===== config.mk =====
export PLATFORM = sky130hd
export DESIGN_NAME = apb_master_arb_flat
export DESIGN_NICKNAME = d
export VERILOG_FILES = /design/src/rtl/apb_master_arb_pkg.sv /design/src/rtl/apb_master_arb_if.sv /design/src/rtl/apb_master_arb_rr_arb2.sv /design/src/rtl/apb_master_arb.sv /design/src/flat_wrapper.sv
export SDC_FILE = /design/constraint.sdc
export NUM_CORES = 1
export LEC_CHECK = 0
export ABC_AREA = 1
export CAP_MARGIN = 20
export CORE_UTILIZATION = 45
export DETAILED_ROUTE_END_ITERATION = 8
export DONT_BUFFER_PORTS = 1
export HOLD_SLACK_MARGIN = 0.15
export PLACE_DENSITY_LB_ADDON = 0.12
export SKIP_LAST_GASP = 1
export SYNTH_ARGS = -nofsm -noshare
export SYNTH_HDL_FRONTEND = slang
export SYNTH_SLANG_ARGS = --single-unit

===== constraint.sdc =====
create_clock -name clk -period 1.7 [get_ports clk]
set_input_delay 0.34 -clock clk [delete_from_list [all_inputs] [get_ports clk]]
set_output_delay 0.34 -clock clk [all_outputs]
set_load 0.005 [all_outputs]

===== src/rtl/apb_master_arb_pkg.sv =====
// Shared types and defaults for the two-port APB master arbiter.
package apb_arb_pkg;

    typedef enum logic [1:0] {
        IDLE   = 2'b00,
        SETUP  = 2'b01,
        ACCESS = 2'b10,
        DONE   = 2'b11
    } state_t;

    localparam int ADDR_W_DEF  = 12;
    localparam int DATA_W_DEF  = 32;
    localparam int TIMEOUT_DEF = 16;

endpackage


===== src/rtl/apb_master_arb_if.sv =====
// Requester handshakes plus the shared APB bus.
interface apb_master_arb_if
    import apb_arb_pkg::*;
#(
    parameter int ADDR_W = ADDR_W_DEF,
    parameter int DATA_W = DATA_W_DEF
) ();

    logic              req0;
    logic              req1;
    logic              wr0;
    logic              wr1;
    logic [ADDR_W-1:0] addr0;
    logic [ADDR_W-1:0] addr1;
    logic [DATA_W-1:0] wdata0;
    logic [DATA_W-1:0] wdata1;
    logic              done0;
    logic              done1;
    logic              err0;
    logic              err1;
    logic [DATA_W-1:0] rdata0;
    logic [DATA_W-1:0] rdata1;

    logic              psel;
    logic              penable;
    logic              pwrite;
    logic [ADDR_W-1:0] paddr;
    logic [DATA_W-1:0] pwdata;
    logic [DATA_W-1:0] prdata;
    logic              pready;
    logic              pslverr;

    modport master (
        input  req0, req1, wr0, wr1,
        input  addr0, addr1, wdata0, wdata1,
        output done0, done1, err0, err1,
        output rdata0, rdata1,
        output psel, penable, pwrite,
        output paddr, pwdata,
        input  prdata, pready, pslverr
    );

    modport slave (
        output req0, req1, wr0, wr1,
        output addr0, addr1, wdata0, wdata1,
        input  done0, done1, err0, err1,
        input  rdata0, rdata1,
        input  psel, penable, pwrite,
        input  paddr, pwdata,
        output prdata, pready, pslverr
    );

endinterface


===== src/rtl/apb_master_arb_rr_arb2.sv =====
// Two-way round-robin grant; last points at the most recent winner.
module rr_arb2 (
    input  logic       clk,
    input  logic       rst_n,
    input  logic [1:0] req,
    input  logic       update,
    output logic [1:0] gnt
);

    logic last;

    always_comb begin
        gnt = 2'b00;
        unique case (1'b1)
            req == 2'b11: gnt = last ? 2'b01 : 2'b10;
            req == 2'b01: gnt = 2'b01;
            req == 2'b10: gnt = 2'b10;
            default:      gnt = 2'b00;
        endcase
    end

    always_ff @(posedge clk or negedge rst_n) begin
        if (!rst_n) begin
            last <= 1'b1;
        end else if (update) begin
            last <= gnt[1];
        end
    end

endmodule


===== src/rtl/apb_master_arb.sv =====
// Shares one APB slave between two requesters with a watchdog.
module apb_master_arb
    import apb_arb_pkg::*;
#(
    parameter int ADDR_W  = ADDR_W_DEF,
    parameter int DATA_W  = DATA_W_DEF,
    parameter int TIMEOUT = TIMEOUT_DEF
) (
    input  logic             clk,
    input  logic             rst_n,
    apb_master_arb_if.master bus
);

    localparam int CW = $clog2(TIMEOUT + 1);
    localparam logic [CW-1:0] CNT_LAST = CW'(TIMEOUT - 1);

    state_t            state;
    logic [CW-1:0]     cnt;
    logic              gsel;
    logic [1:0]        req;
    logic [1:0]        gnt;
    logic              upd;
    logic              wr_win;
    logic [ADDR_W-1:0] addr_win;
    logic [DATA_W-1:0] wdata_win;
    logic              fin;
    logic              rsp_err;
    logic [DATA_W-1:0] rsp_data;

    assign req = {bus.req1, bus.req0};
    assign upd = (state == IDLE) && (|req);

    rr_arb2 u_arb (
        .clk    (clk),
        .rst_n  (rst_n),
        .req    (req),
        .update (upd),
        .gnt    (gnt)
    );

    assign wr_win    = gnt[0] ? bus.wr0    : bus.wr1;
    assign addr_win  = gnt[0] ? bus.addr0  : bus.addr1;
    assign wdata_win = gnt[0] ? bus.wdata0 : bus.wdata1;

    // pready in the watchdog's final cycle still counts as completion
    assign fin      = bus.pready || (cnt == CNT_LAST);
    assign rsp_err  = bus.pready ? bus.pslverr : 1'b1;
    assign rsp_data = (bus.pready && !bus.pwrite) ? bus.prdata : '0;

    always_ff @(posedge clk or negedge rst_n) begin
        if (!rst_n) begin
            state       <= IDLE;
            cnt         <= '0;
            gsel        <= 1'b0;
            bus.psel    <= 1'b0;
            bus.penable <= 1'b0;
            bus.pwrite  <= 1'b0;
            bus.paddr   <= '0;
            bus.pwdata  <= '0;
            bus.done0   <= 1'b0;
            bus.done1   <= 1'b0;
            bus.err0    <= 1'b0;
            bus.err1    <= 1'b0;
            bus.rdata0  <= '0;
            bus.rdata1  <= '0;
        end else begin
            bus.done0 <= 1'b0;
            bus.done1 <= 1'b0;
            unique case (state)
                IDLE: begin
                    if (|req) begin
                        state      <= SETUP;
                        cnt        <= '0;
                        gsel       <= gnt[1];
                        bus.psel   <= 1'b1;
                        bus.pwrite <= wr_win;
                        bus.paddr  <= addr_win;
                        bus.pwdata <= wdata_win;
                    end
                end
                SETUP: begin
                    state       <= ACCESS;
                    bus.penable <= 1'b1;
                end
                ACCESS: begin
                    if (!bus.pready) begin
                        cnt <= cnt + 1'b1;
                    end
                    if (fin) begin
                        state       <= DONE;
                        bus.psel    <= 1'b0;
                        bus.penable <= 1'b0;
                        if (gsel) begin
                            bus.done1  <= 1'b1;
                            bus.err1   <= rsp_err;
                            bus.rdata1 <= rsp_data;
                        end else begin
                            bus.done0  <= 1'b1;
                            bus.err0   <= rsp_err;
                            bus.rdata0 <= rsp_data;
                        end
                    end
                end
                DONE: begin
                    state <= IDLE;
                end
            endcase
        end
    end

endmodule


===== src/flat_wrapper.sv =====
// flat-port wrapper written by rule: the top's interface ports become plain ports
module apb_master_arb_flat import apb_arb_pkg::*;
#(
    parameter int ADDR_W  = ADDR_W_DEF,
    parameter int DATA_W  = DATA_W_DEF,
    parameter int TIMEOUT = TIMEOUT_DEF
)
  (clk, rst_n, bus_req0, bus_req1, bus_wr0, bus_wr1, bus_addr0, bus_addr1, bus_wdata0, bus_wdata1, bus_done0, bus_done1, bus_err0, bus_err1, bus_rdata0, bus_rdata1, bus_psel, bus_penable, bus_pwrite, bus_paddr, bus_pwdata, bus_prdata, bus_pready, bus_pslverr);
  apb_master_arb_if #(.ADDR_W(ADDR_W), .DATA_W(DATA_W)) bus_i ();
  input  logic clk;
  input  logic rst_n;
  input wire logic [$bits(bus_i.req0)-1:0] bus_req0;
  input wire logic [$bits(bus_i.req1)-1:0] bus_req1;
  input wire logic [$bits(bus_i.wr0)-1:0] bus_wr0;
  input wire logic [$bits(bus_i.wr1)-1:0] bus_wr1;
  input wire logic [$bits(bus_i.addr0)-1:0] bus_addr0;
  input wire logic [$bits(bus_i.addr1)-1:0] bus_addr1;
  input wire logic [$bits(bus_i.wdata0)-1:0] bus_wdata0;
  input wire logic [$bits(bus_i.wdata1)-1:0] bus_wdata1;
  output wire logic [$bits(bus_i.done0)-1:0] bus_done0;
  output wire logic [$bits(bus_i.done1)-1:0] bus_done1;
  output wire logic [$bits(bus_i.err0)-1:0] bus_err0;
  output wire logic [$bits(bus_i.err1)-1:0] bus_err1;
  output wire logic [$bits(bus_i.rdata0)-1:0] bus_rdata0;
  output wire logic [$bits(bus_i.rdata1)-1:0] bus_rdata1;
  output wire logic [$bits(bus_i.psel)-1:0] bus_psel;
  output wire logic [$bits(bus_i.penable)-1:0] bus_penable;
  output wire logic [$bits(bus_i.pwrite)-1:0] bus_pwrite;
  output wire logic [$bits(bus_i.paddr)-1:0] bus_paddr;
  output wire logic [$bits(bus_i.pwdata)-1:0] bus_pwdata;
  input wire logic [$bits(bus_i.prdata)-1:0] bus_prdata;
  input wire logic [$bits(bus_i.pready)-1:0] bus_pready;
  input wire logic [$bits(bus_i.pslverr)-1:0] bus_pslverr;
  assign bus_i.req0 = bus_req0;
  assign bus_i.req1 = bus_req1;
  assign bus_i.wr0 = bus_wr0;
  assign bus_i.wr1 = bus_wr1;
  assign bus_i.addr0 = bus_addr0;
  assign bus_i.addr1 = bus_addr1;
  assign bus_i.wdata0 = bus_wdata0;
  assign bus_i.wdata1 = bus_wdata1;
  assign bus_done0 = bus_i.done0;
  assign bus_done1 = bus_i.done1;
  assign bus_err0 = bus_i.err0;
  assign bus_err1 = bus_i.err1;
  assign bus_rdata0 = bus_i.rdata0;
  assign bus_rdata1 = bus_i.rdata1;
  assign bus_psel = bus_i.psel;
  assign bus_penable = bus_i.penable;
  assign bus_pwrite = bus_i.pwrite;
  assign bus_paddr = bus_i.paddr;
  assign bus_pwdata = bus_i.pwdata;
  assign bus_i.prdata = bus_prdata;
  assign bus_i.pready = bus_pready;
  assign bus_i.pslverr = bus_pslverr;
  apb_master_arb #(.ADDR_W(ADDR_W), .DATA_W(DATA_W), .TIMEOUT(TIMEOUT)) u_core (.clk(clk), .rst_n(rst_n), .bus(bus_i));
endmodule

==> results of run 1 <==
## cells in the mapped netlist
cell      number
a22o_1         1
buf_1          1
buf_12         3
buf_2          4
buf_4          7
buf_6          2
clkbuf_1      23
clkbuf_2       2
dfrtp_1      123
dfstp_2        1
ha_1           5
inv_1         86
inv_2          2
nand2_1      288
nand3_1        3
nand3_2        1
nand4_1        1
nor2_1        50
nor2_2         1
nor2_4        32
o21ai_0      109
o21ai_1       11
o21ai_4        1
or2_1          1
or2_2          4
## critical path, stage by stage (launching register included)
cell       delay, ps
dfrtp_1          380
ha_2             200
nand2_2           70
nor2_1            40
ha_2             190
o21ai_4          230
buf_6            160
nor2_4            60
clkbuf_16        170
buf_4            130
## worst max path at each step
stage,depth (start not counted),end,slack [ps]
floorplan,9,u_core.bus.rdata1[0],6
global route,10,u_core.bus.rdata1[31],-100
global placement,8,u_core.bus.rdata0[14],-220
detailed placement,8,u_core.bus.rdata0[13],-300
finish,9,u_core.bus.done0,-30
CTS,10,u_core.bus.rdata0[13],-10
## per-stage QoR
step                      TNS (ps)  hold WS, ps  std cells  util [%]  total power [mW]
after global routing         -4490         -402       1045      61.7              13.9
final                        -95.1         -375       1045      61.7              13.1
after detailed placement    -18180         47.8        914      47.3              8.50
after CTS                     -109         -398       1037      59.6              12.8
after floorplan                  0         44.4        762         -              7.38
after global placement      -12980         47.8        914      47.3              8.35
## cell families (layout without fill, tap and decap cells)
kind of cell / count (synthesis) / count (layout)
AND/OR/NAND/NOR: 381 / 383
buffers and inverters: 130 / 235
flip-flops: 124 / 124
AO/OA/AOI/OAI: 122 / 122
adder cells (fa/ha/maj): 5 / 5
## cell type report
cell class	count	area share, %
Tap cell	176	2.71
Timing Repair Buffer	115	15.6
Inverter	88	4.06
Multi-Input combinational cell	510	31.6
Clock buffer	27	6.67
Sequential cell	124	38.1
Clock inverter	5	1.23
## where the power goes
part	internal, mW	total (mW)	switching, mW
logic	1.56	4.01	2.46
clock network	2.62	3.88	1.26
registers	4.14	5.21	1.06
total	8.32	13.1	4.78
## metal layers
metal  part of all wire, %  GRT usage (%)
met1                    38           29.7
met4                   2.2           9.94
met5                     0              0
met3                   8.9           8.49
met2                    51           41.9
## flip-flops by register name, summed over array words and instances, names as in the netlist
register,flops
u_core.bus.rdata1,32
u_core.gsel,1
u_core.bus.psel,1
u_core.bus.done1,1
u_core.bus.penable,1
u_core.bus.rdata0,32
u_core.u_arb.last,1
u_core.bus.pwrite,1
u_core.bus.err0,1
u_core.state,2
u_core.bus.paddr,12
u_core.bus.pwdata,32
u_core.cnt,5
u_core.bus.done0,1
u_core.bus.err1,1
## timing repair
action,CTS,global route
endpoints found under the hold margin,172,124
setup buffers,11,5
gates cloned,2,4
pin swaps,7,35
gates resized for setup,11,53
endpoints found under the setup margin,69,73
==> flow_summary.ini, run 1 <==
[cts]
clk-insertion-delay-late_ps = 410
path_clk_slew_ps = 50
total_number_of_h_tree_levels = 4
clock_tree_from_tritoncts = done
cts_max_path_buffers = 2
clock_sinks = 124
cts_buffers = 17
cts.root.buffer_cell = clkbuf_16
postCtsHoldBufs = 78

[grt]
grt_start_max_net_pins = 125
first_global_vias = 5245
grt_remaining_overflow = 0
first_pass_grt_wire_length_mm = 27.2
antenna_found_initial = 0
grt.total_usage_pct = 25.1

[finish]
final_net_count = 989
layout-drive-gt1-share_pct = 18.2
final_area_sq_um = 8140
multi_input_comb_area_sq_um = 2570
syn2layout_area_growth_pct = 34.0
seq_area_sq_um = 3100
antenna_cells = 0
commonest_cells_after_routing_fill_and_taps_aside = nand2_1, dfrtp_1, o21ai_0, inv_1, dlygate4sd3_1
mostFrequentLayoutCell = nand2_1
nFillCells = 1111

[hold_path]
timing.hold.worst.class = in -> async

[setup_path]
r2r_end = u_core.bus.done0
timing.critical_path.to_type = flip-flop
critPathArrivalTime_ps = 2040
crit_path_start_kind = flip-flop
setup.worst_path.start = u_core.cnt[1]
critPathRequiredTime_ps = 2010
ff2ff_path_depth = 9
timing_worst_setup_path_type = reg -> reg
crit_path_max_fanout = 5
worst_r2r_start = u_core.cnt[1]
reg2reg_setup_slack_ps = -30

[yosys]
main_combinational_cell_family_by_area_after_synthesis = simple AND/OR/NAND/NOR gates
yosys-mux-area-fraction_pct = 0
synth.top_cell.area_share_pct = 50.7
synthesis.instances = 762
synth.yosys.seq_area_share_pct = 51.1
area_share_of_xor_xnor_cells_in_the_synthesized_design_pct = 0
yosys.cell_types.count = 25
syn_nets = 895
synth_simple_gate_area_share_pct = 27.9
synth.yosys.warnings = 0
postSynthRegisterBits = 124
synthesis.area_per_instance_sq_um = 7.97
synth_area_sq_um = 6080
post-synth-top-area-cell = dfrtp_1
synth_compound_gate_area_share_pct = 10.3
synth.top_cells.by_area = dfrtp_1, nand2_1, o21ai_0, nor2_4, inv_1
synth_fa_ha_area_share_pct = 1.03

[route]
drc = 0
first_pass_detailed_route_iteration_total = 5
antenna_violating_nets_post_route = 0
final_routed_wirelength_across_all_metal_layers_mm = 17.4
routed_via_density = 5.09
vias = 5320
dr.first_iter.drc_count = 318
route.detailed.wl_per_inst_microns = 16.6

[placed_design]
place.detailed.hpwl_mm = 10.0
numPortBuffers = 0
place_area_sq_um = 6240
place_ws_ps = -304
gp_congestion = 0.792

[floorplan]
die-area_sq_um = 14000
starting_density_of_the_core_pct = 46.1
core_area_sq_um = 13200
die_w_microns = 118
fp-row-count = 42
io_pins = 243
chipHeight_microns = 118

[timing]
min_period_ps = 1730
setup_repair_after_global_routing_missed_its_margin = true
timing.final.max_slew_violations = 0
setup_ws_ps = -31.6
report.final.hold_viol_count = 124
max_clock_freq_mhz = 577
setup-violations-final = 13
skew_ps = 5.25
final_min_period_over_clock_period_pct = 102
max_slew.worst_pin.slew_ps = 365
relSlewSlack_pct = 75.7
timing.hold.ws_ps = -375

[run_status]
violations = hold timing, setup timing
run_status = finished, violations left

[run]
cap_viol_max_count = 0

[pwr]
p_per_area_nw_per_um2 = 1610
ir_worst_vdd_mv = 0.730
power.static_leakage_nw = 4.26
(Power assumes the default switching activity.)
==> run 2, diff against run 1 <==
Settings changed: CAP_MARGIN 20 to not set, REMOVE_ABC_BUFFERS set to 1.
==> run 2 against run 1 <==
Against the previous run:
- the run still ends with hold timing, setup timing left
- combinational power increased by 6.7%
- clock power decreased by 11%
- core utilization decreased by 0.10 points
- critical path type unchanged
- critical endpoint is now u_core.bus.rdata0[31]
- largest power group unchanged
==> flow_summary.ini, run 2 (same netlist as run 1, synthesis figures left out) <==
[placed_design]
place_ws_ps = -264
numPortBuffers = 0
place_area_sq_um = 6210
place.detailed.hpwl_mm = 9.36
gp_congestion = 0.758

[finish]
antenna_cells = 0
mostFrequentLayoutCell = nand2_1
biggestRegsByFlops = u_core.bus.pwdata x32, u_core.bus.rdata0 x32, u_core.bus.rdata1 x32
syn2layout_area_growth_pct = 33.8
nFillCells = 1107
commonest_cells_after_routing_fill_and_taps_aside = nand2_1, dfrtp_1, inv_1, dlygate4sd3_1, o21ai_0
layout-drive-gt1-share_pct = 19.1
final_area_sq_um = 8130
multi_input_comb_area_sq_um = 2620
seq_area_sq_um = 3100
final_net_count = 985
finish.utilization_pct = 61.6

[run_status]
run_status = finished, violations left
violations = hold timing, setup timing

[floorplan]
die-area_sq_um = 14000
die_w_microns = 118
io_pins = 243
starting_density_of_the_core_pct = 46.1
core_area_sq_um = 13200
chipHeight_microns = 118
fp-row-count = 42

[route]
vias = 5234
routed_via_density = 5.03
first_pass_detailed_route_iteration_total = 5
final_routed_wirelength_across_all_metal_layers_mm = 17.1
route.detailed.wl_per_inst_microns = 16.5
dr.first_iter.drc_count = 309
drc = 0
antenna_violating_nets_post_route = 0

[cts]
clk-insertion-delay-late_ps = 410
cts_max_path_buffers = 2
clock_sinks = 124
postCtsHoldBufs = 74
path_clk_slew_ps = 50
clock_tree_from_tritoncts = done
total_number_of_h_tree_levels = 4
cts.root.buffer_cell = clkbuf_16
cts_buffers = 17

[run]
cap_viol_max_count = 0

[setup_path]
timing_worst_setup_path_type = reg -> reg
reg2reg_setup_slack_ps = -30
crit_path_max_fanout = 6
critPathRequiredTime_ps = 1990
ff2ff_path_depth = 10
crit_path_start_kind = flip-flop
timing.critical_path.to_type = flip-flop
worst_r2r_start = u_core.cnt[1]
r2r_end = u_core.bus.rdata0[31]
critPathArrivalTime_ps = 2020

[pwr]
ir_worst_vdd_mv = 0.744
p_per_area_nw_per_um2 = 1590
fin_total_pwr_mw = 12.9
power.static_leakage_nw = 4.18

[timing]
skew_ps = 6.85
max_clock_freq_mhz = 579
timing.hold.ws_ps = -371
setup_ws_ps = -25.9
report.final.hold_viol_count = 124
timing.final.max_slew_violations = 0
setup-violations-final = 3
setup_repair_after_global_routing_missed_its_margin = true
final_min_period_over_clock_period_pct = 102
min_period_ps = 1730
relSlewSlack_pct = 60.8
max_slew.worst_pin.slew_ps = 588

[hold_path]
timing.hold.worst.class = in -> async

[grt]
grt_start_max_net_pins = 125
grt.total_usage_pct = 24.7
first_pass_grt_wire_length_mm = 26.9
first_global_vias = 5188
grt_remaining_overflow = 0
antenna_found_initial = 0
-- run 2: critical path: stages, from the launching register on --
cell	delay, ps
dfrtp_1	350
ha_2	190
nand2_2	60
nor2_2	100
ha_2	210
o21ai_4	80
buf_8	140
buf_12	130
clkbuf_16	160
o21ai_2	130
nand2_1	70
-- run 2: repair_timing --
item / 4_1_cts / 5_1_grt
setup endpoints to repair: 71 / 70
pin swaps: 10 / 23
cloned: 6 / 2
resized for setup: 58 / 71
hold endpoints to repair: 173 / 124
buffers inserted: 16 / 1
-- run 2: routing by layer --
metal / wire length [microns] / up-vias / part of all wire [%] / GRT usage (%)
met1: 6850 / 2471 / 40 / 29.4
li1: - / 2509 / - / -
met2: 8530 / 222 / 50 / 41.7
met4: 401 / 0 / 2.3 / 9.46
met3: 1370 / 32 / 8.0 / 7.92
met5: 0 / - / 0 / 0
-- run 2: worst max path at each step --
| stage | depth (start not counted) | slack (ps) | endpoint | startpoint |
|---|---|---|---|---|
| after floorplan | 4 | -940 | u_core.bus.rdata1[29] | u_core.bus.pwrite |
| after global placement | 8 | -230 | u_core.bus.rdata1[18] | u_core.cnt[0] |
| after detailed placement | 8 | -260 | u_core.bus.rdata1[11] | u_core.cnt[0] |
| after CTS | 11 | -100 | u_core.bus.rdata0[24] | u_core.cnt[0] |
| after global routing | 10 | -110 | u_core.bus.rdata1[0] | u_core.cnt[1] |
| final | 10 | -30 | u_core.bus.rdata0[31] | u_core.cnt[1] |
-- run 2: layout make-up --
class | count | share of cell area, %
Tap cell | 176 | 2.71
Inverter | 88 | 4.10
Clock inverter | 7 | 0.770
Multi-Input combinational cell | 510 | 32.3
Sequential cell | 124 | 38.2
Clock buffer | 24 | 6.17
Timing Repair Buffer | 111 | 15.8
-- run 2: where the power goes --
group | switching [mW] | total (mW) | internal [mW]
Clock | 1.25 | 3.44 | 2.18
Sequential | 1.07 | 5.22 | 4.15
Combinational | 2.61 | 4.28 | 1.67
Total | 4.93 | 12.9 | 8.00
-- run 2: stage by stage --
stage                     cells  setup TNS (ps)
after floorplan             720          -86230
after global placement      911          -13650
after detailed placement    911          -15760
after CTS                  1038           -1450
after global routing       1040           -4520
final                      1040           -31.8
==> run 3, diff against run 2 <==
Settings changed: CORE_UTILIZATION 45 to 57.
==> run 3 against run 2 <==
Against the previous run:
- global-route usage grew 7.9 points
- sequential share of layout area decreased by 0.49 points
- clock power rose by 9.6%
- highest routed layer unchanged
- cell area grew 1.3%
- register-to-register slack gained 60 ps
- die area fell by 21%
- wire length rose by 6.7%
- the run ends with hold timing left
- flip-flop and latch count unchanged
- critical path depth did not move
==> flow_summary.ini, run 3 (same netlist as run 1, synthesis figures left out) <==
[cts]
clock_tree_from_tritoncts = done
clk-insertion-delay-late_ps = 520
cts_max_path_buffers = 2
clock_sinks = 124
path_clk_slew_ps = 60
postCtsHoldBufs = 124
total_number_of_h_tree_levels = 4
cts.root.buffer_cell = clkbuf_8
cts_buffers = 17

[placed_design]
dpl.cell_count = 871
place_area_sq_um = 6140
gp_congestion = 0.804
numPortBuffers = 0
place.detailed.hpwl_mm = 9.37

[timing]
timing.final.max_slew_violations = 0
finalSetupTns_ps = 0
max_slew.worst_pin.slew_ps = 972
min_period_ps = 1660
setup-violations-final = 0
setup_repair_after_global_routing_missed_its_margin = true
final_min_period_over_clock_period_pct = 97.9
report.final.hold_viol_count = 124
skew_ps = 7.46
max_clock_freq_mhz = 601
timing.hold.ws_ps = -485
relSlewSlack_pct = 35.2

[grt]
antenna_found_initial = 1
first_global_vias = 5647
grt.total_usage_pct = 32.6
first_pass_grt_wire_length_mm = 27.9
grt_start_max_net_pins = 125
grt_remaining_overflow = 0

[setup_path]
critPathArrivalTime_ps = 2120
critPathSlowestCell = dfrtp_1
max_stage_delay_ps = 350
timing.critical_path.to_type = flip-flop
critical_path.top_delay_family = simple AND/OR/NAND/NOR gates
path_cells = ha_2, nand2_2, nor2_2, ha_2, o21ai_4, buf_12, nor2_4, clkbuf_16, nand2_1, nand2_1
crit_path_start_kind = flip-flop
timing_worst_setup_path_type = reg -> reg
crit_path_max_fanout = 8
worstPathBufferInverterCount = 2
critPathRequiredTime_ps = 2160

[floorplan]
io_pins = 243
starting_density_of_the_core_pct = 58.9
die_w_microns = 105
die-area_sq_um = 11100
core_area_sq_um = 10300
fp-row-count = 37
chipHeight_microns = 105

[finish]
syn2layout_area_growth_pct = 35.5
layout-drive-gt1-share_pct = 12.3
final_net_count = 1025
commonest_cells_after_routing_fill_and_taps_aside = nand2_1, dlygate4sd3_1, dfrtp_1, inv_1, o21ai_0
mostFrequentLayoutCell = nand2_1
multi_input_comb_area_sq_um = 2450
biggestRegsByFlops = u_core.bus.pwdata x32, u_core.bus.rdata0 x32, u_core.bus.rdata1 x32
final_area_sq_um = 8230
nFillCells = 616
seq_area_sq_um = 3100
finalNonFillerCells = 1042

[run_status]
violations = hold timing
run_status = finished, violations left

[route]
routed_via_density = 5.42
final_routed_wirelength_across_all_metal_layers_mm = 18.3
vias = 5651
antenna_violating_nets_post_route = 0
route.detailed.wl_per_inst_microns = 17.6
dr.first_iter.drc_count = 402
drc = 0
first_pass_detailed_route_iteration_total = 5

[pwr]
ir_worst_vdd_mv = 0.857
fin_total_pwr_mw = 12.9
power.static_leakage_nw = 4.22
p_per_area_nw_per_um2 = 1570

[hold_path]
timing.hold.worst.class = in -> async

[run]
cap_viol_max_count = 0
run 3: worst reg2reg max path: stages (launching register included):
cell	delay, ps
dfrtp_1	350
ha_2	190
nand2_2	60
nor2_2	80
ha_2	200
o21ai_4	60
buf_12	150
nor2_4	180
clkbuf_16	200
nand2_1	60
nand2_1	70
run 3: through the flow:
stage                     util, %  setup WS [ps]
after global routing         79.7          -23.6
after detailed placement     59.5           -275
after floorplan                 -           -942
after CTS                    79.0          -11.7
final                        79.7           35.3
after global placement       59.5           -226
run 3: power by group:
part | total [mW] | internal, mW | switching [mW]
combinational | 3.94 | 1.45 | 2.48
sequential | 5.20 | 4.14 | 1.06
clock | 3.77 | 2.45 | 1.32
total | 12.9 | 8.04 | 4.86
run 3: worst paths after layout:
path                       slack, ps                    end          start  cells after the start
setup reg to reg                  40   u_core.bus.rdata0[9]  u_core.cnt[1]                     10
hold / removal                  -490   u_core.bus.rdata1[9]          rst_n                      0
hold reg to reg                  490          u_core.cnt[4]  u_core.cnt[4]                      2
setup / recovery                  40   u_core.bus.rdata0[9]  u_core.cnt[1]                     10
max in group asynchronous       1940  u_core.bus.rdata1[13]          rst_n                      0
min in group clk                 150        u_core.state[0]     bus_pready                      5
run 3: area by class of cell:
class / count / share of cell area, %
Antenna cell: 1 / 0.0304
Clock buffer: 20 / 5.41
Clock inverter: 12 / 2.05
Inverter: 88 / 4.01
Multi-Input combinational cell: 511 / 29.7
Sequential cell: 124 / 37.7
Tap cell: 136 / 2.07
Timing Repair Buffer: 150 / 19.0
run 3: layer usage:
metal / global-route usage [%] / routed length (microns) / share of wire (%) / vias to the layer above
met4: 15.4 / 526 / 2.9 / 0
met1: 37.5 / 6620 / 36 / 2680
met3: 10.5 / 1900 / 10 / 43
li1: - / - / - / 2581
met2: 55.2 / 9250 / 51 / 347
met5: 0 / 0 / 0 / -
run 3: repair_timing:
item / CTS / global route
buffers inserted: 9 / 1
endpoints found under the setup margin: 68 / 70
cloned: 2 / 2
gates resized for setup: 8 / 52
pin swaps: 5 / 5
hold endpoints to repair: 236 / 124
